`config.mk`:
```
export PLATFORM = sky130hd
export DESIGN_NAME = alu_ctrl_exec
export DESIGN_NICKNAME = d
export VERILOG_FILES = /design/src/rtl/alu_ctrl_exec.sv
export SDC_FILE = /design/constraint.sdc
export NUM_CORES = 1
export LEC_CHECK = 0
export CAP_MARGIN = 15
export CORE_MARGIN = 1.5
export CORE_UTILIZATION = 50
export CTS_BUF_LIST = sky130_fd_sc_hd__clkbuf_4 sky130_fd_sc_hd__clkbuf_8
export DETAILED_ROUTE_END_ITERATION = 10
export PLACE_DENSITY_LB_ADDON = 0.1
export SLEW_MARGIN = 20
export SYNTH_ARGS = -nofsm -noshare
export SYNTH_HDL_FRONTEND = slang
export SYNTH_SLANG_ARGS = --single-unit
```
`constraint.sdc`:
```
create_clock -name clk -period 7.3 [get_ports clk]
set_input_delay 1.095 -clock clk [delete_from_list [all_inputs] [get_ports clk]]
set_output_delay 1.095 -clock clk [all_outputs]
set_load 0.005 [all_outputs]
```
`src/rtl/alu_ctrl_exec.sv`:
```
// ALU control decode + execute with valid/ready handshake and optional serial shifter.
module alu_ctrl_exec #(
    parameter int unsigned XLEN         = 32,
    parameter int unsigned SERIAL_SHIFT = 1
) (
    input  logic            clk,
    input  logic            rst,
    input  logic            in_valid,
    output logic            in_ready,
    input  logic [1:0]      alu_op,
    input  logic [6:0]      funct7,
    input  logic [2:0]      funct3,
    input  logic [XLEN-1:0] op_a,
    input  logic [XLEN-1:0] op_b,
    output logic            out_valid,
    input  logic            out_ready,
    output logic [XLEN-1:0] result,
    output logic            zero,
    output logic [3:0]      alu_ctrl,
    output logic            illegal,
    output logic            busy
);

    localparam int unsigned SHAMT_W = $clog2(XLEN);

    localparam logic [3:0] C_AND  = 4'b0000;
    localparam logic [3:0] C_OR   = 4'b0001;
    localparam logic [3:0] C_ADD  = 4'b0010;
    localparam logic [3:0] C_XOR  = 4'b0011;
    localparam logic [3:0] C_SLL  = 4'b0100;
    localparam logic [3:0] C_SRL  = 4'b0101;
    localparam logic [3:0] C_SUB  = 4'b0110;
    localparam logic [3:0] C_SLT  = 4'b0111;
    localparam logic [3:0] C_SLTU = 4'b1000;
    localparam logic [3:0] C_SRA  = 4'b1001;
    localparam logic [3:0] C_ILL  = 4'b1111;

    typedef enum logic [0:0] {IDLE, SHIFT} state_t;

    state_t              state, state_n;
    logic                out_valid_n, zero_n, illegal_n;
    logic [XLEN-1:0]     result_n, work, work_n;
    logic [3:0]          alu_ctrl_n;
    logic [SHAMT_W-1:0]  cnt, cnt_n;

    logic [3:0]          dec_c;
    logic [XLEN-1:0]     exec_c, step_c;
    logic [SHAMT_W-1:0]  shamt_c;
    logic                f7_zero_c, f7_alt_c, is_r_c, is_shift_c, accept_c, consume_c;

    assign shamt_c    = op_b[SHAMT_W-1:0];
    assign f7_zero_c  = (funct7 == 7'b0000000);
    assign f7_alt_c   = (funct7 == 7'b0100000);
    assign is_r_c     = (alu_op == 2'b10);
    assign in_ready   = (state == IDLE) && (!out_valid || out_ready);
    assign busy       = (state != IDLE);
    assign accept_c   = in_valid && in_ready;
    assign consume_c  = out_valid && out_ready;
    assign is_shift_c = (dec_c == C_SLL) || (dec_c == C_SRL) || (dec_c == C_SRA);

    // Decode alu_op/funct fields into a control code (1111 = undefined encoding)
    always_comb begin
        dec_c = C_ILL;
        case (alu_op)
            2'b00: dec_c = C_ADD;
            2'b01: dec_c = C_SUB;
            default: begin
                case (funct3)
                    3'b000: begin
                        if (!is_r_c || f7_zero_c) dec_c = C_ADD;
                        else if (f7_alt_c)        dec_c = C_SUB;
                    end
                    3'b001: if (f7_zero_c)             dec_c = C_SLL;
                    3'b010: if (!is_r_c || f7_zero_c)  dec_c = C_SLT;
                    3'b011: if (!is_r_c || f7_zero_c)  dec_c = C_SLTU;
                    3'b100: if (!is_r_c || f7_zero_c)  dec_c = C_XOR;
                    3'b101: begin
                        if (f7_zero_c)     dec_c = C_SRL;
                        else if (f7_alt_c) dec_c = C_SRA;
                    end
                    3'b110: if (!is_r_c || f7_zero_c)  dec_c = C_OR;
                    3'b111: if (!is_r_c || f7_zero_c)  dec_c = C_AND;
                    default: dec_c = C_ILL;
                endcase
            end
        endcase
    end

    // Single-cycle execute of the decoded op (barrel shifter for the non-serial path)
    always_comb begin
        exec_c = '0;
        case (dec_c)
            C_AND:  exec_c = op_a & op_b;
            C_OR:   exec_c = op_a | op_b;
            C_ADD:  exec_c = op_a + op_b;
            C_XOR:  exec_c = op_a ^ op_b;
            C_SUB:  exec_c = op_a - op_b;
            C_SLT:  exec_c = XLEN'($signed(op_a) < $signed(op_b));
            C_SLTU: exec_c = XLEN'(op_a < op_b);
            C_SLL:  exec_c = op_a << shamt_c;
            C_SRL:  exec_c = op_a >> shamt_c;
            C_SRA:  exec_c = XLEN'($signed(op_a) >>> shamt_c);
            default: exec_c = '0;
        endcase
    end

    // One-bit shift step of the working register for the serial shifter
    always_comb begin
        case (alu_ctrl)
            C_SLL:   step_c = {work[XLEN-2:0], 1'b0};
            C_SRL:   step_c = {1'b0, work[XLEN-1:1]};
            default: step_c = {work[XLEN-1], work[XLEN-1:1]};
        endcase
    end

    // Next-state and output-register logic
    always_comb begin
        state_n     = state;
        out_valid_n = out_valid;
        result_n    = result;
        zero_n      = zero;
        alu_ctrl_n  = alu_ctrl;
        illegal_n   = illegal;
        work_n      = work;
        cnt_n       = cnt;

        if (consume_c) out_valid_n = 1'b0;

        case (state)
            IDLE: begin
                if (accept_c) begin
                    alu_ctrl_n = dec_c;
                    illegal_n  = (dec_c == C_ILL);
                    if ((SERIAL_SHIFT != 0) && is_shift_c && (shamt_c != '0)) begin
                        state_n = SHIFT;
                        work_n  = op_a;
                        cnt_n   = shamt_c;
                    end else begin
                        result_n    = exec_c;
                        zero_n      = (exec_c == '0);
                        out_valid_n = 1'b1;
                    end
                end
            end
            SHIFT: begin
                work_n = step_c;
                cnt_n  = cnt - SHAMT_W'(1);
                if (cnt == SHAMT_W'(1)) begin
                    result_n    = step_c;
                    zero_n      = (step_c == '0);
                    out_valid_n = 1'b1;
                    state_n     = IDLE;
                end
            end
            default: state_n = IDLE;
        endcase
    end

    // State and output registers with synchronous reset
    always_ff @(posedge clk) begin
        if (rst) begin
            state     <= IDLE;
            out_valid <= 1'b0;
            result    <= '0;
            zero      <= 1'b0;
            alu_ctrl  <= '0;
            illegal   <= 1'b0;
            work      <= '0;
            cnt       <= '0;
        end else begin
            state     <= state_n;
            out_valid <= out_valid_n;
            result    <= result_n;
            zero      <= zero_n;
            alu_ctrl  <= alu_ctrl_n;
            illegal   <= illegal_n;
            work      <= work_n;
            cnt       <= cnt_n;
        end
    end

endmodule

```
==> impl_results.md <==
- GP Congestion: roughly 1.1
- Worst min path class: reg -> reg
- Post-CTS Setup Bufs: 0
- Hold Violations, Final: 0
- EDFF count, synth: 0
- CTS tree: built
- WS Path Type: in -> reg
- Clock Skew: between 15 and 20 ps
- Post-route cell area: between 15000 and 20000 um2
- Initial core utilization: 0.506
- DR WL/cell: around 30 um
- Deepest clock path buffer count: 2
- Cells after Synth: between 1.5k and 2k
- Multi-input logic area: ~11000 um2
- CTS Buf Count: 9
- CP Capture Type: register
- DRT Pass-1 Iters: 8
- Largest net degree at the start of global routing: 80
- Clk slew on worst S/H paths: roughly 100 ps
- Worst hold stages: 2
- Simple-gate portion of the synthesized area: 0.245
- Largest family of logic cells by synthesized area: compound AO/OA/AOI/OAI gates
- Critical Path Source Type: primary input
- Initial antenna violation count: 1
- Synth unique cells: ~90
- WP data arrival: 6440 ps
- Fmax: 0.163 GHz
- DR WL met3: between 9000 and 10000 um
- CTS Sinks: 77
- Status: completed
- FILL cells: between 2k and 3k
- Reg area: 1550 um2
- Fin nets: 2201
- Post-Synth Adder-Cell Area: 0.0993
- FF-to-FF Start: alu_ctrl[2]
- Min Tclk post-route: just over 6000 ps
- Wl on met1: ~27000 um
- GRT Total Usage: 0.480
- Die width: 170 um
- Met2 WL: roughly 28000 um
- Worst-margin pin slew: about 1200 ps
- Syn_nets: 2170
- Vias per cell: just over 7
- Reg2Reg Depth: 10
- Sequential-to-total area share from yosys stat: 0.110
- Grt ovf: 0
- Layout cell share with drive strength beyond 1: 0.101
- Final Cycle Share: 0.840
- Max_slew headroom: 0.215
- Yosys warning total: 0
- Routed WL: roughly 71000 um
- Total power: approximately 2.2 mW
- Post-synth top area cell: dfxtp_1
- Hold Buf Count CTS: 0
- Worst-Skew Late Latency: between 300 and 400 ps
- Top Metal Used: met5
- # IOs: around 120
- Flop2flop setup slack: 3570 ps
- Level count of the clock H-tree: 3
- Area after DPL: around 16000 um2
- Maximum VDD drop: just over 0.09 mV
- Worst EP required: ~7600 ps
- Post-synthesis compound-gate area fraction: 0.316
- Die outline area: slightly below 30000 um2
- Pre-CTS setup slack: about 1100 ps
- Fraction of registers with async set/reset: 0
- Hpwl dp: 53600 um
- Max-cap violations: 0
- Ys flop type: dfxtp_1
- Antenna Nets Post-Route: 0
- # DRC: 0
- Mux contribution to synthesized area: 0.135
- PnR worst setup slack: 1170 ps
- Crit Path Max Fanout: 39
- First-pass GRT wire length: slightly above 100000 um
- Leakage: 6.20 nW
- Reg2reg end: zero
- Avg Synthesized Cell Area: about 7 um2
- TNS Setup: 0 ps
- Core area: approximately 28000 um2
- Register bit count reported by yosys: 77
- 1st-iter DRT viols: ~3.2k
- P&R area growth vs syn: 12.3%
- Vias in the first global route: ~16k
- PostCTS Resize Cnt: 0
- DR vias: 17.4k
- Min-Delay Endpoint: result[15]
- Max-slew violation count: 0
- Power Dens Cells: between 100 and 150 nW/um2
- RSZ-0062 raised after global routing: false
- Hold Path Origin: result[15]
- PortBufs: 120
- Clock Tree Root: clkbuf_8
- Die span in y: 170 um
- Num rows: between 60 and 70
- Mapped cell area: 14000 um2
- Synth top area cells: dfxtp_1, ha_1, mux4_2
- Final core utilization: 0.568
- Synth Area in XOR/XNOR: 0.0138
- Finish-stage setup viols: 0
- Share of the synthesized area in the top cell type: 0.110
synth_stat cells (11+ instances only):
library cell / count
a211oi_1: 70
a21o_1: 26
a21oi_1: 150
a221oi_1: 12
a22oi_1: 17
a2bb2oi_1: 15
a311oi_1: 12
a31oi_1: 26
and2_1: 17
and3_1: 11
buf_1: 19
buf_2: 36
clkbuf_1: 118
dfxtp_1: 77
ha_1: 108
inv_1: 104
mux2_2: 24
mux2i_1: 56
mux4_2: 47
nand2_1: 210
nand2b_1: 20
nand3_1: 51
nand4_1: 17
nor2_1: 188
nor2b_1: 45
nor3_1: 54
nor3b_1: 27
nor4_1: 18
o211ai_1: 45
o21ai_0: 88
o21ai_1: 14
o21bai_1: 12
o22ai_1: 31
o31ai_1: 11
o32ai_1: 17
or3_1: 11
xnor2_1: 19
sequential cells by signal, indices dropped and copies added (netlist names):
name and count:
alu_ctrl 4, busy 1, cnt 5, illegal 1
out_valid 1, result 32, work 32, zero 1
routing by layer:
layer  vias to the layer above  track usage
met5                         -            0
met4                         2        0.319
met3                       373        0.132
met2                      1493        0.684
met1                      8101        0.631
li1                       7432            -
cells in the final DEF (no fill, tap or decap), drive strengths merged, types with 18 or more instances in the layout:
cell type,Yosys,layout
clkdlybuf4s50,0,114
nand3,53,53
mux4,47,47
o22ai,31,31
mux2,24,24
nor3,55,55
dfxtp,77,77
o211ai,45,45
buf,59,83
a31oi,26,26
inv,106,110
nor3b,27,27
a211oi,70,70
ha,108,108
mux2i,56,56
a21oi,150,150
nand2b,20,20
nor4,18,18
nor2b,45,45
a21o,26,26
nor2,190,190
xnor2,19,19
nand2,210,210
o21ai,102,102
kinds of logic (layout without fill, tap and decap cells):
logic type               count (synthesis)  in the layout
XOR/XNOR                                22             22
flip-flops                              77             77
AND/OR/NAND/NOR                        711            711
buffers and inverters                  285            321
other                                    0              1
adder cells (fa/ha/maj)                110            110
AO/OA/AOI/OAI                          648            648
multiplexers                           127            127
power by group:
group	switching, mW	internal (mW)
clock	0.190	0.164
combinational	0.848	0.474
sequential	0.0316	0.457
metrics by stage:
| stage | instances | hold WS, ps |
|---|---|---|
| 6_report | 2395 | 452 |
| 5_1_grt | 2394 | 476 |
| 2_1_floorplan | 1980 | 448 |
| 3_3_place_gp | 2378 | 438 |
| 3_5_place_dp | 2378 | 442 |
| 4_1_cts | 2394 | 453 |
area by class of cell:
class / count / area share
clock inverter: 7 / 0.00509
timing repair buffer: 197 / 0.111
sequential: 77 / 0.0982
multi-input combinational: 1618 / 0.722
tap: 378 / 0.0301
clock buffer: 9 / 0.00787
inverter: 108 / 0.0258
antenna: 1 / 0.000159
critical path: stages:
cell and delay (ps):
clkdlybuf4s50_1 680, nor2b_1 450, o31ai_1 160, nand3_1 320, o21a_2 860, nor2_1 150
buf_4 250, a32o_1 260, o22ai_1 480, nand3_1 250, nor4_1 610, nand4_1 190
or4_1 540, o21ai_1 140
how the worst max path moves through the flow:
stage,start,endpoint,slack [ps],cells past startpoint
2_1_floorplan,op_b[2],zero,1840,18
3_3_place_gp,op_a[0],zero,1150,16
3_5_place_dp,op_a[0],zero,1070,16
4_1_cts,op_a[0],zero,1430,16
5_1_grt,op_a[0],zero,970,16
6_report,alu_op[1],zero,1170,14
Power figures use the tool's default switching activity.
